<file path="src/rtl/led_blinker_multi.sv">
// Multi-channel LED driver: a shared prescaler tick drives per-channel OFF/ON/BLINK/BURST engines,
// each reconfigured at run time through a valid/ready load port.
module led_blinker_multi #(
  parameter int NUM_CH  = 4,
  parameter int CLK_HZ  = 50_000_000,
  parameter int TICK_HZ = 1000,
  parameter int HP_W    = 12,
  parameter int BURST_W = 4
) (
  input  logic                                    CLOCK_50,
  input  logic                                    reset,
  input  logic                                    cfg_valid,
  output logic                                    cfg_ready,
  input  logic [$clog2(NUM_CH > 1 ? NUM_CH : 2)-1:0] cfg_ch,
  input  logic [1:0]                              cfg_mode,
  input  logic [HP_W-1:0]                         cfg_half,
  input  logic [BURST_W-1:0]                      cfg_burst,
  output logic [NUM_CH-1:0]                       LED,
  output logic [NUM_CH-1:0]                       busy,
  output logic [NUM_CH-1:0]                       burst_done
);

  localparam int TICK_DIV = CLK_HZ / TICK_HZ;
  localparam int PW       = (TICK_DIV > 1) ? $clog2(TICK_DIV) : 1;
  localparam int CH_W     = $clog2(NUM_CH > 1 ? NUM_CH : 2);

  typedef enum logic [1:0] {
    MODE_OFF   = 2'b00,
    MODE_ON    = 2'b01,
    MODE_BLINK = 2'b10,
    MODE_BURST = 2'b11
  } mode_e;

  logic [PW-1:0] presc_r;
  logic          cfg_ready_r;
  logic          tick_s;
  logic          accept_s;

  assign tick_s    = (presc_r == PW'(TICK_DIV - 1));
  assign accept_s  = cfg_valid & cfg_ready_r;
  assign cfg_ready = cfg_ready_r;

  // Free-running prescaler; config loads never disturb its phase.
  always_ff @(posedge CLOCK_50 or posedge reset) begin
    if (reset) begin
      presc_r <= '0;
    end else if (tick_s) begin
      presc_r <= '0;
    end else begin
      presc_r <= presc_r + PW'(1);
    end
  end

  // Ready drops for exactly one cycle after each accepted load.
  always_ff @(posedge CLOCK_50 or posedge reset) begin
    if (reset) begin
      cfg_ready_r <= 1'b1;
    end else if (accept_s) begin
      cfg_ready_r <= 1'b0;
    end else begin
      cfg_ready_r <= 1'b1;
    end
  end

  for (genvar i = 0; i < NUM_CH; i++) begin : g_ch
    mode_e              mode_r;
    logic [HP_W-1:0]    half_r;
    logic [HP_W-1:0]    cnt_r;
    logic [BURST_W-1:0] rem_r;
    logic               led_r;
    logic               busy_r;
    logic               done_r;
    logic               load_s;

    // Out-of-range channel numbers match no engine and are dropped silently.
    assign load_s        = accept_s && (cfg_ch == CH_W'(i));
    assign LED[i]        = led_r;
    assign busy[i]       = busy_r;
    assign burst_done[i] = done_r;

    // Channel engine: a load overrides any tick arriving on the same edge.
    always_ff @(posedge CLOCK_50 or posedge reset) begin
      if (reset) begin
        mode_r <= MODE_OFF;
        half_r <= HP_W'(1);
        cnt_r  <= '0;
        rem_r  <= '0;
        led_r  <= 1'b0;
        busy_r <= 1'b0;
        done_r <= 1'b0;
      end else begin
        done_r <= 1'b0;
        if (load_s) begin
          half_r <= (cfg_half == '0) ? HP_W'(1) : cfg_half;
          cnt_r  <= '0;
          case (cfg_mode)
            MODE_ON: begin
              mode_r <= MODE_ON;
              led_r  <= 1'b1;
              busy_r <= 1'b0;
              rem_r  <= '0;
            end
            MODE_BLINK: begin
              mode_r <= MODE_BLINK;
              led_r  <= 1'b1;
              busy_r <= 1'b0;
              rem_r  <= '0;
            end
            MODE_BURST: begin
              if (cfg_burst == '0) begin
                mode_r <= MODE_OFF;
                led_r  <= 1'b0;
                busy_r <= 1'b0;
                done_r <= 1'b1;
                rem_r  <= '0;
              end else begin
                mode_r <= MODE_BURST;
                led_r  <= 1'b1;
                busy_r <= 1'b1;
                rem_r  <= cfg_burst;
              end
            end
            default: begin
              mode_r <= MODE_OFF;
              led_r  <= 1'b0;
              busy_r <= 1'b0;
              rem_r  <= '0;
            end
          endcase
        end else if (tick_s && ((mode_r == MODE_BLINK) || (mode_r == MODE_BURST))) begin
          if (cnt_r == half_r - HP_W'(1)) begin
            cnt_r <= '0;
            // In a burst only the falling edge consumes a pulse.
            if ((mode_r == MODE_BURST) && led_r) begin
              led_r <= 1'b0;
              if (rem_r <= BURST_W'(1)) begin
                rem_r  <= '0;
                busy_r <= 1'b0;
                done_r <= 1'b1;
                mode_r <= MODE_OFF;
              end else begin
                rem_r <= rem_r - BURST_W'(1);
              end
            end else begin
              led_r <= ~led_r;
            end
          end else begin
            cnt_r <= cnt_r + HP_W'(1);
          end
        end else begin
          cnt_r <= cnt_r;
        end
      end
    end
  end

endmodule

</file>
<file path="config.mk">
export PLATFORM = sky130hd
export DESIGN_NAME = led_blinker_multi
export DESIGN_NICKNAME = d
export VERILOG_FILES = /design/src/rtl/led_blinker_multi.sv
export SDC_FILE = /design/constraint.sdc
export NUM_CORES = 1
export LEC_CHECK = 0
export ABC_CLOCK_PERIOD_IN_PS = 7600
export BUFFER_PORTS_ARGS = -buffer_cell sky130_fd_sc_hd__buf_4
export CORE_MARGIN = 5
export CORE_UTILIZATION = 45
export DETAILED_ROUTE_END_ITERATION = 6
export GPL_TIMING_DRIVEN = 1
export PLACE_DENSITY = 0.66
export SYNTH_ARGS = -nofsm -noshare
export SYNTH_HDL_FRONTEND = slang
export SYNTH_SLANG_ARGS = --single-unit
export TNS_END_PERCENT = 50
</file>
<file path="constraint.sdc">
create_clock -name CLOCK_50 -period 7.6 [get_ports CLOCK_50]
set_input_delay 1.14 -clock CLOCK_50 [delete_from_list [all_inputs] [get_ports CLOCK_50]]
set_output_delay 1.14 -clock CLOCK_50 [all_outputs]
set_load 0.1 [all_outputs]
</file>
==> flow_metrics.tcl <==
set metrics [dict create \
    outcome "finished, final reports clean" \
    fin_crit_ps 3430 \
    wire_per_inst_um 16.0 \
    cts_tree "built" \
    critPathLaunchType "flop" \
    swShare_pct 32.2 \
    yosys_warnings 0 \
    drv_slew 0 \
    crit_end "g_ch[1].rem_r[2]" \
    cts_buffer_depth 2 \
    die_y_um 149 \
    gp_congestion 0.843 \
    worst-path-stages 7 \
    start_util_pct 45.9 \
    finClkSkew_ps 7.47 \
    grt_antenna_before_repair 0 \
    cts-resized-gates 0 \
    synth_top_cell_by_area "dfrtp_1" \
    rrSetupSlack_ps 4170 \
    netlist_instances 994 \
    maxCapViolations 0 \
    syn_nets 1036 \
    arrival_ps 3770 \
    worst_slack_ps 4170 \
    drtIter0Drc 487 \
    crit_chain "or4b_1 -> nor4_2 -> buf_4 -> and2_1 -> nand4_1 -> or4b_1 -> a31oi_1" \
    first_global_vias 6641 \
    rsz0062_at_grt "no" \
    grt_pass1_wl_um 33900 \
    p_leak_uw 0.00437 \
    finalCritPeriodShare_pct 45.1 \
    coreArea_sq_um 18800 \
    slowest_delay_ps 660 \
    tns_ps 0 \
    synthTopCellsByArea "dfrtp_1 (42%), nand2_1 (8.5%), xnor2_1 (5.9%), xor2_1 (5.5%), nor2_1 (4.0%)" \
    rr_endpoint "g_ch[1].rem_r[2]" \
    synth-async-reset-ratio_pct 100 \
    dieArea_sq_um 22100 \
    n_fill_cell 1757 \
    hold_path.class "flop to flop" \
    worstPathRequired_ps 7950 \
    peakVddDrop_v 0.000169 \
    cts_setup_buffers 0 \
    drt-pass1-iter-count 5 \
    reg2reg_from "presc_r[13]" \
    ys_seq_area_share_pct 43.2 \
    relSlewSlack_pct 31.7 \
    ys_types 67 \
    areaGrowthSynthToFinish_pct 11.9 \
    clock-sinks 149 \
    drive_gt1_share_pct 9.40 \
    grt_max_degree 79 \
    crit_family "simple AND/OR/NAND/NOR gates" \
    crit_top_cell "or4b_1" \
    worst-setup-path-type "flop to flop" \
    share_seq_of_total_power_pct 42.0 \
    wirelength_um 20500 \
    io_pins 36 \
    die_x_um 149 \
    h-tree-depth 4 \
    p_total_uw 2350 \
    clkPwrFrac_pct 36.9 \
    pre_cts_ws_ps 4210 \
    rows 50 \
    final-hold-violation-count 0 \
    synth_area_per_cell_sq_um 8.70 \
    grtUsageTotal_pct 19.2 \
    final-seq-area_sq_um 3730 \
    reg2regPathDepth 7 \
    root_buffer "clkbuf_16" \
    multi_input_area_sq_um 4600 \
    finalSetupViolCount 0 \
    vias 6981 \
    tightest_slew_ps 1020 \
    diodes 0 \
    synth_edf_count 0 \
    portBuffers 35 \
    final_antenna_net_count 0 \
    route.detailed.drc 0 \
    path_clk_slew_ps 60 \
    switchingPower_uw 757 \
    power.density_nw_per_um2 243 \
    place_hpwl_um 14200 \
    cts_hold_buf 0 \
    clk_latency_ps 430 \
    vias_per_cell 5.45 \
    path_buf_inv 1 \
    cp-startpoint "presc_r[13]" \
    max_freq_mhz 292 \
    p_comb_share_pct 21.1 \
    synth_top_area_share_pct 41.7 \
    crit_path_top_delay_cell "nor4_2" \
    power.internal_uw 1590 \
    crit_path_max_fanout 16 \
    utilization_pct 51.4 \
    final_nets 1050 \
    numCtsBuffers 17 \
    ys_ff_latch 149 \
    cp-end-kind "flop" \
    ys.flop_type "dfrtp_1" \
    netlist_area_sq_um 8650 \
    gr-total-overflow 0 \
]
[worst min-delay path by stage]
stage                      startpoint          end  slack (ps)  cells after the start
final                      presc_r[0]   presc_r[0]         490                      1
after global routing       presc_r[0]   presc_r[0]         510                      1
after CTS                  presc_r[0]   presc_r[0]         490                      1
after detailed placement  presc_r[13]  presc_r[13]         470                      1
after global placement    presc_r[13]  presc_r[13]         470                      1
after floorplan           presc_r[13]  presc_r[13]         450                      1
[final cells by class]
| cell class | instances | area share [%] |
|---|---|---|
| repair buffers | 39 | 3.03 |
| clock inverters | 14 | 1.81 |
| flip-flops and latches | 149 | 38.6 |
| multi-input cells | 772 | 47.6 |
| inverters | 29 | 1.18 |
| well taps | 260 | 3.36 |
| clock buffers | 18 | 4.44 |
[layer usage]
layer / GRT usage [%] / share of wire, %
met5: 0 / 0
met3: 4.91 / 6.9
met1: 27.5 / 48
met2: 28.9 / 44
met4: 5.22 / 1.0
[worst register-to-register path, cell delays in order (launching register included)]
cell and delay [ps]:
dfrtp_1 400, or4b_1 570, nor4_2 660, buf_4 360
and2_1 290, nand4_1 300, or4b_1 580, a31oi_1 180
[power groups by stage]
stage | clock network, uW | logic [uW] | registers, uW
final | 868 | 497 | 987
after global routing | 922 | 556 | 1000
after CTS | 885 | 499 | 985
after detailed placement | 0 | 496 | 996
after global placement | 0 | 486 | 998
after floorplan | 0 | 409 | 968
[logic make-up after synthesis]
family | Yosys count | share of synthesized area [%]
AOI/OAI and AO/OA | 134 | 9.82
muxes | 5 | 0.608
adders and majority gates | 19 | 2.75
DFF | 149 | 43.2
xor gates and xnor gates | 113 | 11.6
and+or+nand+nor | 501 | 28.3
buffers and inverters | 73 | 3.72
[cells in the mapped netlist, types with 13 or more instances]
master / n
dfrtp_1: 144
o21ai_0: 34
nor4_1: 17
nand2_1: 195
and3_1: 15
nand4_1: 22
ha_1: 19
xor2_1: 54
nor3_1: 25
a21oi_1: 32
nor2_1: 93
a31oi_1: 13
nand3_1: 40
or3_1: 19
inv_1: 29
xnor2_1: 58
clkbuf_1: 26
[registers in the layout, indices dropped and copies added (netlist names)]
signal       cells
g_ch.cnt_r      48
g_ch.done_r      4
g_ch.led_r       4
g_ch.busy_r      4
cfg_ready        1
g_ch.half_r     48
g_ch.rem_r      16
presc_r         16
g_ch.mode_r      8
[per-stage QoR]
stage               instance area (sq um)  cells  hold WS, ps
CTS                                  9670   1281          489
detailed placement                   9070   1249          473
global placement                     9070   1249          472
global route                         9670   1281          515
floorplan                            8650    994          451
finish                               9670   1281          487
[placed cells by master (no fill, tap or decap), types with 4 or more instances in the layout]
master,instances
o21a_1,6
nand3b_1,4
xor2_1,54
a211oi_1,7
nand2_1,195
ha_1,19
inv_1,28
and2_1,9
or4_1,9
nor2b_1,12
nand2b_1,11
o211ai_1,6
dfrtp_1,144
and3_1,15
clkbuf_16,17
a31oi_1,13
nor3b_1,4
nor2_1,93
or3_1,19
o22ai_1,6
nor3_1,24
nand4_1,22
dfstp_2,5
o21ai_0,34
a31o_2,4
nand3_1,40
a21oi_1,32
nor4b_1,4
buf_4,39
inv_6,4
nor4_1,16
xnor2_1,58
(Power assumes the default switching activity.)
